### src/rtl/xcalc_seq.sv
// ---------------------------------------------------------------------------
// xcalc_seq
// Command sequencer for the calculator datapath on the picoVersat data bus.
// The CPU writes one coded command word {op[3:0], A[3:0], B[3:0]}. The block
// decodes it and executes it: ADD/SUB/NEG take one execute cycle, and MUL is
// a shift-add over the operand magnitudes with a final sign fix-up. The CPU
// can read back the signed result and the status flags. A magnitude-plus-sign
// copy of the result drives the display decoder.
//
// Ports:
//   clk, rst    system clock, synchronous active-high reset
//   sel, we     address-decoder select and CPU write enable
//   addr        0 = command (write) / result (read)
//               1 = ack (write, bit 0) / status (read)
//   data_in     CPU write data
//   data_out    CPU read data (combinational, 0 when not selected)
//   busy        a command is in flight
//   done        result valid; sticky until ack or a new command
//   err         invalid opcode; sticky like done
//   result_mag  |result|, to the display
//   result_sgn  result sign, to the display
// ---------------------------------------------------------------------------
module xcalc_seq #(
  parameter int DATA_W = 32,
  parameter int NR_W   = 4,
  parameter int RES_W  = 8
) (
  input  logic              clk,
  input  logic              rst,
  input  logic              sel,
  input  logic              we,
  input  logic              addr,
  input  logic [DATA_W-1:0] data_in,
  output logic [DATA_W-1:0] data_out,
  output logic              busy,
  output logic              done,
  output logic              err,
  output logic [RES_W-1:0]  result_mag,
  output logic              result_sgn
);

  localparam int OP_W  = 4;
  localparam int CNT_W = (NR_W > 2) ? $clog2(NR_W) : 1;

  localparam logic [OP_W-1:0]  OP_ADD   = 4'd0;
  localparam logic [OP_W-1:0]  OP_SUB   = 4'd1;
  localparam logic [OP_W-1:0]  OP_MUL   = 4'd2;
  localparam logic [OP_W-1:0]  OP_NEG   = 4'd3;
  localparam logic [CNT_W-1:0] CNT_ONE  = CNT_W'(1'b1);
  localparam logic [CNT_W-1:0] CNT_LAST = CNT_W'(NR_W - 1);
  localparam logic [RES_W-1:0] RES_ZERO = {RES_W{1'b0}};

  typedef enum logic [2:0] {
    S_IDLE   = 3'd0,
    S_DECODE = 3'd1,
    S_EXEC   = 3'd2,
    S_MUL    = 3'd3,
    S_FIX    = 3'd4,
    S_DONE   = 3'd5
  } state_t;

  // Sign-extend an operand to the result width.
  function automatic logic [RES_W-1:0] sext_nr(input logic [NR_W-1:0] v);
    return {{(RES_W-NR_W){v[NR_W-1]}}, v};
  endfunction

  // Two's-complement magnitude of a result-width value.
  function automatic logic [RES_W-1:0] abs_res(input logic [RES_W-1:0] v);
    logic [RES_W-1:0] r;
    if (v[RES_W-1]) begin
      r = ~v + RES_W'(1'b1);
    end else begin
      r = v;
    end
    return r;
  endfunction

  state_t            state_q, state_d;
  logic [OP_W-1:0]   op_q, op_d;
  logic [NR_W-1:0]   a_q, a_d;
  logic [NR_W-1:0]   b_q, b_d;
  logic              start_q, start_d;
  logic [RES_W-1:0]  result_q, result_d;
  logic [RES_W-1:0]  mcand_q, mcand_d;
  logic [NR_W-1:0]   mplier_q, mplier_d;
  logic              neg_q, neg_d;
  logic [RES_W-1:0]  acc_q, acc_d;
  logic [CNT_W-1:0]  cnt_q, cnt_d;
  logic              busy_q, busy_d;
  logic              done_q, done_d;
  logic              err_q, err_d;
  logic              drop_q, drop_d;
  logic [RES_W-1:0]  mag_q, mag_d;
  logic              sgn_q, sgn_d;

  logic              cmd_wr_s;
  logic              ack_wr_s;
  logic              accept_s;
  logic              finish_s;
  logic [RES_W-1:0]  res_next_s;
  logic [RES_W-1:0]  a_ext_s;
  logic [RES_W-1:0]  b_ext_s;

  // Bus decode; a command waiting for DECODE (start_q) blocks a second one.
  always_comb begin
    cmd_wr_s = sel & we & ~addr;
    ack_wr_s = sel & we & addr & data_in[0];
    accept_s = cmd_wr_s & ((state_q == S_IDLE) | (state_q == S_DONE)) & ~start_q;
    a_ext_s  = sext_nr(a_q);
    b_ext_s  = sext_nr(b_q);
  end

  // Next-state and datapath logic.
  always_comb begin
    state_d    = state_q;
    op_d       = op_q;
    a_d        = a_q;
    b_d        = b_q;
    start_d    = 1'b0;
    result_d   = result_q;
    mcand_d    = mcand_q;
    mplier_d   = mplier_q;
    neg_d      = neg_q;
    acc_d      = acc_q;
    cnt_d      = cnt_q;
    done_d     = done_q;
    err_d      = err_q;
    drop_d     = drop_q;
    mag_d      = mag_q;
    sgn_d      = sgn_q;
    finish_s   = 1'b0;
    res_next_s = RES_ZERO;

    case (state_q)
      S_IDLE: begin
        if (start_q) begin
          state_d = S_DECODE;
        end else begin
          state_d = S_IDLE;
        end
      end
      S_DECODE: begin
        if (op_q > OP_NEG) begin
          err_d      = 1'b1;
          res_next_s = RES_ZERO;
          finish_s   = 1'b1;
        end else if (op_q == OP_MUL) begin
          // The multiply runs on magnitudes; the product sign is applied in FIX.
          mcand_d  = abs_res(a_ext_s);
          mplier_d = NR_W'(abs_res(b_ext_s));
          neg_d    = a_q[NR_W-1] ^ b_q[NR_W-1];
          acc_d    = RES_ZERO;
          cnt_d    = {CNT_W{1'b0}};
          state_d  = S_MUL;
        end else begin
          state_d = S_EXEC;
        end
      end
      S_EXEC: begin
        case (op_q)
          OP_ADD:  res_next_s = a_ext_s + b_ext_s;
          OP_SUB:  res_next_s = a_ext_s - b_ext_s;
          OP_NEG:  res_next_s = RES_ZERO - a_ext_s;
          default: res_next_s = RES_ZERO;
        endcase
        finish_s = 1'b1;
      end
      S_MUL: begin
        if (mplier_q[0]) begin
          acc_d = acc_q + mcand_q;
        end else begin
          acc_d = acc_q;
        end
        mcand_d  = {mcand_q[RES_W-2:0], 1'b0};
        mplier_d = {1'b0, mplier_q[NR_W-1:1]};
        cnt_d    = cnt_q + CNT_ONE;
        if (cnt_q == CNT_LAST) begin
          state_d = S_FIX;
        end else begin
          state_d = S_MUL;
        end
      end
      S_FIX: begin
        if (neg_q) begin
          res_next_s = RES_ZERO - acc_q;
        end else begin
          res_next_s = acc_q;
        end
        finish_s = 1'b1;
      end
      S_DONE: begin
        // A pending new command wins over a (blocked) ack.
        if (start_q) begin
          state_d = S_DECODE;
        end else if (ack_wr_s) begin
          state_d = S_IDLE;
          done_d  = 1'b0;
          err_d   = 1'b0;
        end else begin
          state_d = S_DONE;
        end
      end
      default: begin
        state_d = S_IDLE;
      end
    endcase

    // Result and display outputs change only on the edge entering DONE.
    if (finish_s) begin
      state_d  = S_DONE;
      done_d   = 1'b1;
      result_d = res_next_s;
      mag_d    = abs_res(res_next_s);
      sgn_d    = res_next_s[RES_W-1];
    end else begin
      result_d = result_q;
      mag_d    = mag_q;
      sgn_d    = sgn_q;
    end

    if (accept_s) begin
      op_d    = data_in[2*NR_W +: OP_W];
      a_d     = data_in[NR_W +: NR_W];
      b_d     = data_in[0 +: NR_W];
      start_d = 1'b1;
      done_d  = 1'b0;
      err_d   = 1'b0;
      drop_d  = 1'b0;
    end else if (cmd_wr_s) begin
      drop_d = 1'b1;
    end else begin
      drop_d = drop_q;
    end

    busy_d = (state_d == S_DECODE) || (state_d == S_EXEC) ||
             (state_d == S_MUL) || (state_d == S_FIX);
  end

  // State and datapath registers with synchronous reset.
  always_ff @(posedge clk) begin
    if (rst) begin
      state_q  <= S_IDLE;
      op_q     <= {OP_W{1'b0}};
      a_q      <= {NR_W{1'b0}};
      b_q      <= {NR_W{1'b0}};
      start_q  <= 1'b0;
      result_q <= RES_ZERO;
      mcand_q  <= RES_ZERO;
      mplier_q <= {NR_W{1'b0}};
      neg_q    <= 1'b0;
      acc_q    <= RES_ZERO;
      cnt_q    <= {CNT_W{1'b0}};
      busy_q   <= 1'b0;
      done_q   <= 1'b0;
      err_q    <= 1'b0;
      drop_q   <= 1'b0;
      mag_q    <= RES_ZERO;
      sgn_q    <= 1'b0;
    end else begin
      state_q  <= state_d;
      op_q     <= op_d;
      a_q      <= a_d;
      b_q      <= b_d;
      start_q  <= start_d;
      result_q <= result_d;
      mcand_q  <= mcand_d;
      mplier_q <= mplier_d;
      neg_q    <= neg_d;
      acc_q    <= acc_d;
      cnt_q    <= cnt_d;
      busy_q   <= busy_d;
      done_q   <= done_d;
      err_q    <= err_d;
      drop_q   <= drop_d;
      mag_q    <= mag_d;
      sgn_q    <= sgn_d;
    end
  end

  // CPU read mux.
  always_comb begin
    data_out = {DATA_W{1'b0}};
    if (sel) begin
      if (addr) begin
        data_out = {{(DATA_W-4){1'b0}}, drop_q, err_q, done_q, busy_q};
      end else begin
        data_out = {{(DATA_W-RES_W){result_q[RES_W-1]}}, result_q};
      end
    end else begin
      data_out = {DATA_W{1'b0}};
    end
  end

  assign busy       = busy_q;
  assign done       = done_q;
  assign err        = err_q;
  assign result_mag = mag_q;
  assign result_sgn = sgn_q;

endmodule
### config.mk
export PLATFORM = sky130hd
export DESIGN_NAME = xcalc_seq
export DESIGN_NICKNAME = d
export VERILOG_FILES = /design/src/rtl/xcalc_seq.sv
export SDC_FILE = /design/constraint.sdc
export NUM_CORES = 1
export LEC_CHECK = 0
export CORE_MARGIN = 2
export CORE_UTILIZATION = 46
export CTS_CLUSTER_DIAMETER = 200
export DETAILED_ROUTE_END_ITERATION = 10
export PLACE_DENSITY_LB_ADDON = 0.08
export SLEW_MARGIN = 20
export SYNTH_ARGS = -nofsm -noshare
export SYNTH_HDL_FRONTEND = slang
export SYNTH_SLANG_ARGS = --single-unit
### constraint.sdc
create_clock -name clk -period 3.1 [get_ports clk]
set_clock_uncertainty 0.2 [all_clocks]
set_input_delay 0.31 -clock clk [delete_from_list [all_inputs] [get_ports clk]]
set_output_delay 0.31 -clock clk [all_outputs]
set_load 0.01 [all_outputs]
==> results of run 1 <==
cell usage after synthesis (2+ instances only):
library cell / count
ha_1: 20
xnor2_1: 11
o21bai_1: 2
or2_2: 2
nand3_1: 9
nand2b_1: 4
a21boi_0: 4
nor4_1: 4
nor2_1: 59
o211ai_1: 2
mux2_2: 2
buf_4: 25
a21o_1: 2
and3_1: 2
a211oi_1: 4
o31ai_1: 4
fa_1: 2
o21ai_0: 9
nor3_1: 8
a21oi_1: 34
nor2b_1: 11
inv_1: 17
mux2i_1: 23
and2_1: 10
nand2_1: 31
a221oi_1: 3
or3_1: 4
buf_2: 7
clkbuf_1: 12
a2111oi_0: 2
xor2_1: 8
dfxtp_1: 58
a22oi_1: 11
tightest hold or removal path, cell delays in order (launching register included):
cell,delay [ns]
dfxtp_1,0.30
nand2_1,0.05
a21oi_1,0.05
layout make-up:
cell class / instances / area (um2)
clock buffers: 12 / 145.1
clock inverters: 3 / 40.04
fillers: 715 / 3107
inverters: 17 / 63.81
multi-input cells: 317 / 2203
flip-flops and latches: 58 / 1165
well taps: 102 / 127.6
repair buffers: 92 / 835.8
routing by layer:
layer | GRT usage | vias to the layer above | wire [um]
li1 | - | 1625 | -
met1 | 0.2641 | 1465 | 3936
met2 | 0.3635 | 76 | 4073
met3 | 0.04271 | 11 | 364
met4 | 0.07598 | 0 | 132
met5 | 0 | - | 0
kinds of logic after synthesis:
kind of cell    synth area share
simple gates              0.2197
compound gates            0.1658
buf+inv                  0.09509
flops                     0.3186
mux                      0.07552
fa+ha+maj                0.07964
xor+xnor                 0.04566
registers in the layout (all words and copies together) (netlist names):
| register | cells |
|---|---|
| err | 1 |
| neg_q | 1 |
| b_q | 4 |
| mplier_q | 4 |
| drop_q | 1 |
| done | 1 |
| start_q | 1 |
| a_q | 4 |
| state_q | 3 |
| mcand_q | 8 |
| acc_q | 8 |
| op_q | 4 |
| result_mag | 7 |
| cnt_q | 2 |
| result_q | 8 |
| busy | 1 |
timing repair:
action                                  4_1_cts  5_1_grt
pin swaps                                     1        1
gates cloned                                  0        0
resized for setup                             7        4
endpoints found under the setup margin        9       10
cells in the final DEF (no fill, tap or decap), drive strengths merged, types with 4 or more instances in the layout:
cell	synthesis	layout
xor2	8	8
nor2b	11	11
o21ai	10	10
buf	34	33
dfxtp	58	58
xnor2	11	11
nor2	59	59
a21oi	34	34
ha	20	20
mux2i	24	24
clkdlybuf4s50	0	59
a21boi	4	4
nor3	9	9
or3	4	4
nand2	32	32
and2	12	12
nor4	4	4
a211oi	4	4
a22oi	11	11
nand3	9	9
o31ai	4	4
clkbuf	12	12
inv	17	17
nand2b	4	4
path summary, 6_finish.rpt:
kind	from	to	slack (ns)	depth (start not counted)
setup / recovery	op_q[3]	result_mag[7]	-0.12	11
hold / removal	result_mag[2]	result_mag[2]	0.25	2
setup reg to reg	op_q[3]	result_mag[7]	-0.12	11
hold reg to reg	result_mag[2]	result_mag[2]	0.25	2
power by group:
part	switching (mW)	internal, mW
combinational	0.151	0.157
clock	0.285	0.386
sequential	0.0212	0.769
through the flow:
step | hold slack, ns | TNS (ns) | setup WS, ns
final | 0.2475 | -0.2115 | -0.1164
after detailed placement | 0.2446 | -0.4664 | -0.1330
after global placement | 0.2393 | -0.2110 | -0.1134
after global routing | 0.2630 | -1.227 | -0.2697
after CTS | 0.2525 | -0.2700 | -0.1149
after floorplan | 0.2317 | -0.01815 | -0.01143
==> summary.txt, run 1 <==
Logic synthesis
  • Synthesized net count: 497
  • Avg Synthesized Cell Area: ~8.3 um2
  • Yosys reg bits: 58
  • Distinct cells, synth: 65
  • Sequential area share after synthesis: 0.3186
  • Synth top area cells: dfxtp_1 (32%), ha_1 (6.9%), mux2i_1 (6.3%)
  • Synth area leader: dfxtp_1
  • Mapped Cells: about 440
  • Number of flops mapped to enable cells by yosys: 0
  • Yosys top cell area share: 0.3186
  • Synth warn: 0
  • Synthesized cell area: 3645 um2
  • Fraction of registers with async set/reset: 0
  • Top_reg_cell synth: dfxtp_1

CTS
  • CTS Hold Bufs: 0
  • CTS root buf: clkbuf_8
  • Number of H-tree levels: 3
  • Clock sinks: between 50 and 60
  • Clock buffer count from CTS: 9
  • TritonCTS clock tree: done
  • Clock-pin slew on the worst setup and hold paths: around 0.060 ns
  • Clk_lat worst skew: about 0.34 ns
  • Clk buf depth: 2
  • Setup Fix Bufs, Post-CTS: 0

Setup path
  • CP top delay family: simple AND/OR/NAND/NOR gates
  • Crit start category: register
  • CP Data Required Time: approximately 3.2 ns
  • Critical path type: register to register
  • CP Cell Sequence: nor4b_4 -> mux2_4 -> fa_2 -> nand2b_4 -> a21oi_4 -> xnor2_2 -> buf_4 -> mux2i_4 -> o211ai_1 -> or4_1 -> a21oi_2
  • Crit path buf inv count: 1
  • Crit Path Max Fanout: 5
  • Slowest-stage cell, CP: or4_1
  • Crit-path max cell delay: around 0.43 ns
  • CP arrival: ~3.3 ns
  • CP Capture Type: register

Timing
  • Final Max Tran Viols: 0
  • Period utilisation layout: 1.038
  • Worst slew pin tran: 1.010 ns
  • Final Worst Setup Slack: -0.1164 ns
  • Finish-stage setup viols: 4
  • Final Hold Fails: 0
  • RSZ-0062 raised after global routing: yes
  • Minimum clock period: approximately 3.2 ns
  • Achievable frequency: between 300 and 400 MHz
  • Max-slew headroom: 0.3269

GRT
  • Gr usage total: 0.2120
  • Initial antenna violation count: 0
  • Largest net degree at the start of global routing: 56
  • Vias in the first global route: 3030
  • First-pass GRT wire length: ~15000 um
  • Grt ovf: 0

Min path
  • Hold crit path type: register to register

Job
  • Max Cap Viol: 0

Finish
  • Layout cells sized above 1: 0.1503
  • Final Cell Area: 4581 um2
  • Nets: 554
  • Core Util, Final: 0.5959
  • P&R area growth vs syn: 25.68%
  • # diodes: 0
  • Non-Filler Instances: around 600

Route
  • Drt total wl: ~8500 um
  • Pre-antenna DRT Iters: 4
  • Average wire per standard cell: between 10 and 15 um
  • Routed vias/inst: 5.286
  • Antenna-violating nets left: 0
  • Vias: ~3200
  • DRC Markers: 0
  • 1st-iter DRT viols: 98

Run status
  • Failing checks: setup timing
  • Outcome: complete, but fails checks

Die
  • Die width: between 90 and 100 um
  • Top-level I/O count: between 80 and 90
  • Row count: 32
  • Die Ht: about 93 um
  • DIE AREA: between 8000 and 9000 um2
  • Initial Util: 0.4741
  • Core Box Area: roughly 7700 um2

Placement
  • Final Wtd Congestion: 0.8353
  • Area after DPL: roughly 4400 um2
  • # port buffers: 60
  • Hpwl dp: ~6500 um
  • Placed cells: just under 600

Pwr
  • Overall power: 1.770 mW
  • Power Dens Cells: 386.4 nW/um2
  • Maximum vdd drop: between 200 and 300 uV
  • Static leakage: 1.860 nW
No activity file was read; power rests on OpenSTA's default activity.
==> inputs of run 2 (changes only) <==
--- a/config.mk
+++ b/config.mk
@@ -5,6 +5,7 @@
 export SDC_FILE = /design/constraint.sdc
 export NUM_CORES = 1
 export LEC_CHECK = 0
+export CORE_ASPECT_RATIO = 2
 export CORE_MARGIN = 2
 export CORE_UTILIZATION = 46
 export CTS_CLUSTER_DIAMETER = 200
==> summary.txt, run 2 (same netlist as run 1, synthesis figures left out) <==
Run status
  • Outcome: complete, but fails checks
  • Failing checks: setup timing

Placement
  • Final Wtd Congestion: slightly below 0.9
  • Placed cells: 580
  • Hpwl dp: roughly 7200 um
  • # port buffers: 60

Route
  • DRC Markers: 0
  • 1st-iter DRT viols: about 140
  • Vias: approximately 3200
  • Average wire per standard cell: approximately 16 um
  • Antenna-violating nets left: 0
  • Routed vias/inst: approximately 5.4
  • Pre-antenna DRT Iters: 5
  • Drt total wl: 9371 um

Timing
  • Period utilisation layout: 1.059
  • Worst hold margin: around 0.25 ns
  • Max-slew headroom: 0.5676
  • Finish-stage setup viols: 5
  • Worst slew pin tran: 0.6463 ns
  • RSZ-0062 raised after global routing: yes
  • Final Max Tran Viols: 0
  • Minimum clock period: approximately 3.3 ns
  • Achievable frequency: 304.6 MHz
  • Final Hold Fails: 0
  • Final Worst Setup Slack: -0.1827 ns

CTS
  • Clk buf depth: 2
  • Clock sinks: 58
  • CTS root buf: clkbuf_16
  • CTS Hold Bufs: 0
  • Number of H-tree levels: 3
  • Clk_lat worst skew: 0.34 ns
  • TritonCTS clock tree: done
  • Clock buffer count from CTS: 9
  • Clock-pin slew on the worst setup and hold paths: around 0.05 ns

Finish
  • # diodes: 0
  • Fill count: between 700 and 800
  • Nets: approximately 560
  • Biggest regs: acc_q x8, mcand_q x8, result_q x8
  • Layout cells sized above 1: 0.1633
  • P&R area growth vs syn: 30.62%
  • Commonest non-fill, non-tap cell in the layout: clkdlybuf4s50_1
  • Non-Filler Instances: about 600
  • Commonest non-fill, non-tap cells in the layout: clkdlybuf4s50_1 (59), nor2_1 (58), dfxtp_1 (55), buf_4 (34)

Die
  • Top-level I/O count: 81
  • Die Ht: ~130 um
  • Initial Util: 0.4656
  • Row count: 46
  • DIE AREA: around 8700 um2
  • Die width: 66.94 um
  • Core Box Area: approximately 8000 um2

Pwr
  • Switching Fraction: 0.2478
  • Sequential share of power: 0.359
  • Clock share of power: 0.490
  • Maximum vdd drop: 405.9 uV
  • Power Dens Cells: 462.9 nW/um2
  • P_sw: between 0.5 and 0.6 mW
  • Combinational share of power: 0.151
  • Static leakage: slightly below 2 nW
  • Overall power: about 2.2 mW
  • Int Power: roughly 1.7 mW

GRT
  • Gr usage total: 0.2306
  • Initial antenna violation count: 0
  • Grt ovf: 0
  • Vias in the first global route: ~3200
  • Largest net degree at the start of global routing: 30
  • First-pass GRT wire length: 14940 um

Setup path
  • CP Capture Type: register
  • CP Data Required Time: around 3.2 ns
  • Critical path type: register to register
  • Crit start category: register
  • Crit Path Max Fanout: 3
  • CP arrival: 3.35 ns

Job
  • Max Cap Viol: 0

Min path
  • Hold crit path type: primary input to register
## run 2: changes by cell type in the layout (fill, tap and decap cells not counted), moves of 2 or more
cell / delta
clkbuf_16: +9
clkinvlp_4: +4
clkbuf_1: -2
a21oi_2: -2
clkinv_2: -2
buf_4: +2
clkbuf_8: -9
a21oi_1: +2
## run 2: final timing paths
kind / start / endpoint / slack, ns / cells after the start
hold reg to reg: result_mag[2] / result_mag[2] / 0.25 / 2
setup reg to reg: op_q[1] / result_mag[7] / -0.18 / 11
hold / removal: rst / acc_q[4] / 0.25 / 2
setup / recovery: op_q[1] / result_mag[7] / -0.18 / 11
## run 2: layout make-up
cell class / count / area, um2 / share of cell area
multi-input cells: 317 / 2232 / 0.4689
flip-flops and latches: 58 / 1165 / 0.2447
clock buffers: 10 / 239.0 / 0.05020
clock inverters: 6 / 90.09 / 0.01892
well taps: 96 / 120.1 / 0.02523
inverters: 17 / 63.81 / 0.01340
repair buffers: 94 / 850.8 / 0.1787
## run 2: metal layers
layer / global-route usage / part of all wire / up-vias
li1: - / - / 1622
met1: 0.2276 / 0.38 / 1523
met2: 0.4376 / 0.56 / 63
met3: 0.05345 / 0.037 / 15
met4: 0.1056 / 0.026 / 0
met5: 0 / 0 / -
## run 2: timing repair
| action | 4_1_cts | 5_1_grt |
|---|---|---|
| gates cloned | 0 | 0 |
| pin swaps | 3 | 7 |
| resized for setup | 4 | 11 |
| hold endpoints to repair | 0 | 0 |
| endpoints found under the setup margin | 6 | 9 |
| setup buffers | 0 | 2 |
## run 2: power by group through the flow
stage          clock network, mW  registers [mW]  logic (mW)
2_1_floorplan                  0           0.803       0.197
3_3_place_gp                   0           0.805       0.306
3_5_place_dp                   0           0.806       0.314
4_1_cts                     1.09           0.791       0.317
5_1_grt                     1.12           0.794       0.361
6_report                    1.08           0.791       0.332
## run 2: worst max-delay path, stage by stage, from the launching register on
cell and delay, ns:
dfxtp_2 0.33, nor4b_4 0.31, buf_4 0.16, mux2_4 0.30
fa_2 0.36, xor2_1 0.21, o32ai_1 0.14, a22oi_2 0.30
and3_1 0.22, nand2_1 0.07, or4_1 0.47, a21oi_1 0.13
## run 2: stage by stage
| step | cell area (um2) | TNS [ns] | util | setup slack (ns) |
|---|---|---|---|---|
| 3_5_place_dp | 4353 | -0.3356 | 0.5561 | -0.1312 |
| 5_1_grt | 4761 | -1.493 | 0.6082 | -0.2884 |
| 2_1_floorplan | 3680 | -0.01815 | - | -0.01143 |
| 3_3_place_gp | 4353 | -0.2355 | 0.5561 | -0.1252 |
| 4_1_cts | 4695 | -0.2196 | 0.5997 | -0.08733 |
| 6_report | 4761 | -0.4089 | 0.6082 | -0.1827 |
==> inputs of run 3 (changes only) <==
--- a/config.mk
+++ b/config.mk
@@ -5,8 +5,8 @@
 export SDC_FILE = /design/constraint.sdc
 export NUM_CORES = 1
 export LEC_CHECK = 0
+export CAP_MARGIN = 0
 export CORE_ASPECT_RATIO = 2
-export CORE_MARGIN = 2
 export CORE_UTILIZATION = 46
 export CTS_CLUSTER_DIAMETER = 200
 export DETAILED_ROUTE_END_ITERATION = 10
==> summary.txt, run 3 (same netlist as run 1, synthesis figures left out) <==
Pwr
  • Static leakage: roughly 2.0 nW
  • Sequential share of power: 0.362
  • Power Dens Cells: roughly 450 nW/um2
  • Int Power: roughly 1.7 mW
  • P_sw: between 0.5 and 0.6 mW
  • Combinational share of power: 0.166
  • Maximum vdd drop: about 400 uV
  • Overall power: 2.193 mW
  • Clock share of power: 0.472
  • Switching Fraction: 0.2386

Finish
  • FF/Latch Area: between 1000 and 1500 um2
  • Core Util, Final: 0.6361
  • Biggest regs: acc_q x8, mcand_q x8, result_q x8
  • P&R area growth vs syn: 33.64%
  • # diodes: 0
  • Nets: 560
  • Commonest non-fill, non-tap cell in the layout: clkdlybuf4s50_1
  • Fill count: about 700
  • Layout cells sized above 1: 0.1798
  • Non-Filler Instances: 600
  • Commonest non-fill, non-tap cells in the layout: clkdlybuf4s50_1 (59), nor2_1 (57), dfxtp_1 (55), buf_4 (35), a21oi_1 (31)
  • Area of the multi-input gates: ~2300 um2

Route
  • Pre-antenna DRT Iters: 4
  • DRC Markers: 0
  • Antenna-violating nets left: 0
  • 1st-iter DRT viols: roughly 130
  • Vias: 3302
  • Drt total wl: 9369 um
  • Routed vias/inst: about 5.5
  • Average wire per standard cell: 15.62 um

GRT
  • Largest net degree at the start of global routing: 31
  • Grt ovf: 0
  • Vias in the first global route: ~3200
  • Initial antenna violation count: 0
  • Gr usage total: 0.2405
  • First-pass GRT wire length: around 15000 um

CTS
  • Clk_lat worst skew: around 0.33 ns
  • Clock buffer count from CTS: 9
  • Number of H-tree levels: 3
  • TritonCTS clock tree: done
  • Clock sinks: 58
  • Clock-pin slew on the worst setup and hold paths: ~0.050 ns
  • CTS root buf: clkbuf_16
  • CTS Hold Bufs: 0
  • Clk buf depth: 2

Timing
  • Finish-stage setup viols: 6
  • Final Max Tran Viols: 0
  • RSZ-0062 raised after global routing: yes
  • Max-slew headroom: 0.5155
  • Period utilisation layout: 1.050
  • Final Hold Fails: 0
  • Final Worst Setup Slack: -0.1535 ns
  • Achievable frequency: just over 300 MHz
  • Minimum clock period: 3.253 ns
  • Worst slew pin tran: 0.7191 ns
  • Worst hold margin: between 0.2 and 0.25 ns
  • Setup TNS: -0.6958 ns

Setup path
  • CP Cell Sequence: inv_1 -> ha_1 -> mux2_4 -> fa_2 -> nand2b_4 -> a21oi_4 -> xnor2_4 -> buf_12 -> mux2i_4 -> buf_4 -> and2_4 -> buf_12 -> nor2_4 -> a211oi_2
  • Crit Path Max Fanout: 5
  • Critical path type: register to register
  • Critical Path Most Common Cell: buf_12
  • CP arrival: roughly 3.3 ns
  • CP Capture Type: register
  • CP Data Required Time: approximately 3.1 ns
  • Slowest-stage cell, CP: dfxtp_1
  • Crit-path max cell delay: 0.36 ns
  • Crit start category: register

Die
  • Top-level I/O count: around 80
  • Core Box Area: 7657 um2
  • Die width: between 60 and 70 um
  • DIE AREA: about 8300 um2
  • Row count: between 40 and 50
  • Initial Util: 0.4760
  • Die Ht: 127.9 um

Job
  • Max Cap Viol: 0

Min path
  • Hold crit path type: primary input to register

Placement
  • # port buffers: 60
  • Hpwl dp: 7191 um
  • Placed cells: around 580
  • Final Wtd Congestion: 0.8375

Run status
  • Outcome: complete, but fails checks
  • Failing checks: setup timing
## run 3: cell count changes in the layout (fill, tap and decap cells not counted), moves of 2 or more
cell        before  now
clkinvlp_4       4    0
clkbuf_8         1    4
buf_12           0    2
clkbuf_1         0    2
## run 3: cell type report
class	instances	share of cell area
clock buffer	15	0.05908
clock inverter	1	0.006165
inverter	17	0.01310
multi-input combinational	317	0.4716
sequential	58	0.2391
tap	94	0.02415
timing repair buffer	98	0.1867
## run 3: what timing repair did
item,4_1_cts,5_1_grt
setup endpoints to repair,7,11
resized for setup,11,17
pin swaps,4,3
buffers inserted,0,3
## run 3: worst paths after layout
check,slack (ns),depth (start not counted),end,from
setup reg to reg,-0.15,14,result_mag[1],b_q[1]
hold / removal,0.23,2,op_q[1],rst
hold reg to reg,0.25,2,result_mag[3],result_mag[3]
setup / recovery,-0.15,14,result_mag[1],b_q[1]
## run 3: per-stage QoR
step / setup slack (ns) / cell area [um2]
6_report: -0.1535 / 4871
5_1_grt: -0.2496 / 4871
4_1_cts: -0.1047 / 4745
3_5_place_dp: -0.1783 / 4385
3_3_place_gp: -0.1657 / 4385
2_1_floorplan: -0.01143 / 3680
## run 3: power groups by stage
stage	clock network [mW]	registers [mW]	logic [mW]
floorplan	0	0.803	0.197
global placement	0	0.807	0.324
detailed placement	0	0.808	0.329
CTS	1.05	0.793	0.338
global route	1.09	0.796	0.395
finish	1.03	0.793	0.365
## run 3: routing by layer
| metal | GRT usage | wire (um) | up-vias |
|---|---|---|---|
| met3 | 0.04537 | 357 | 32 |
| li1 | - | - | 1638 |
| met2 | 0.4712 | 5304 | 90 |
| met4 | 0.1608 | 504 | 0 |
| met5 | 0 | 0 | - |
| met1 | 0.2075 | 3203 | 1542 |
## run 3: worst max-delay path: cells and delay by family, from the launching register on
kind	cells	cell delay, ns
simple gates	3	0.36
compound gates	2	0.37
mux	2	0.57
flops	1	0.36
buf+inv	4	0.47
fa+ha+maj	2	0.65
xor+xnor	1	0.16
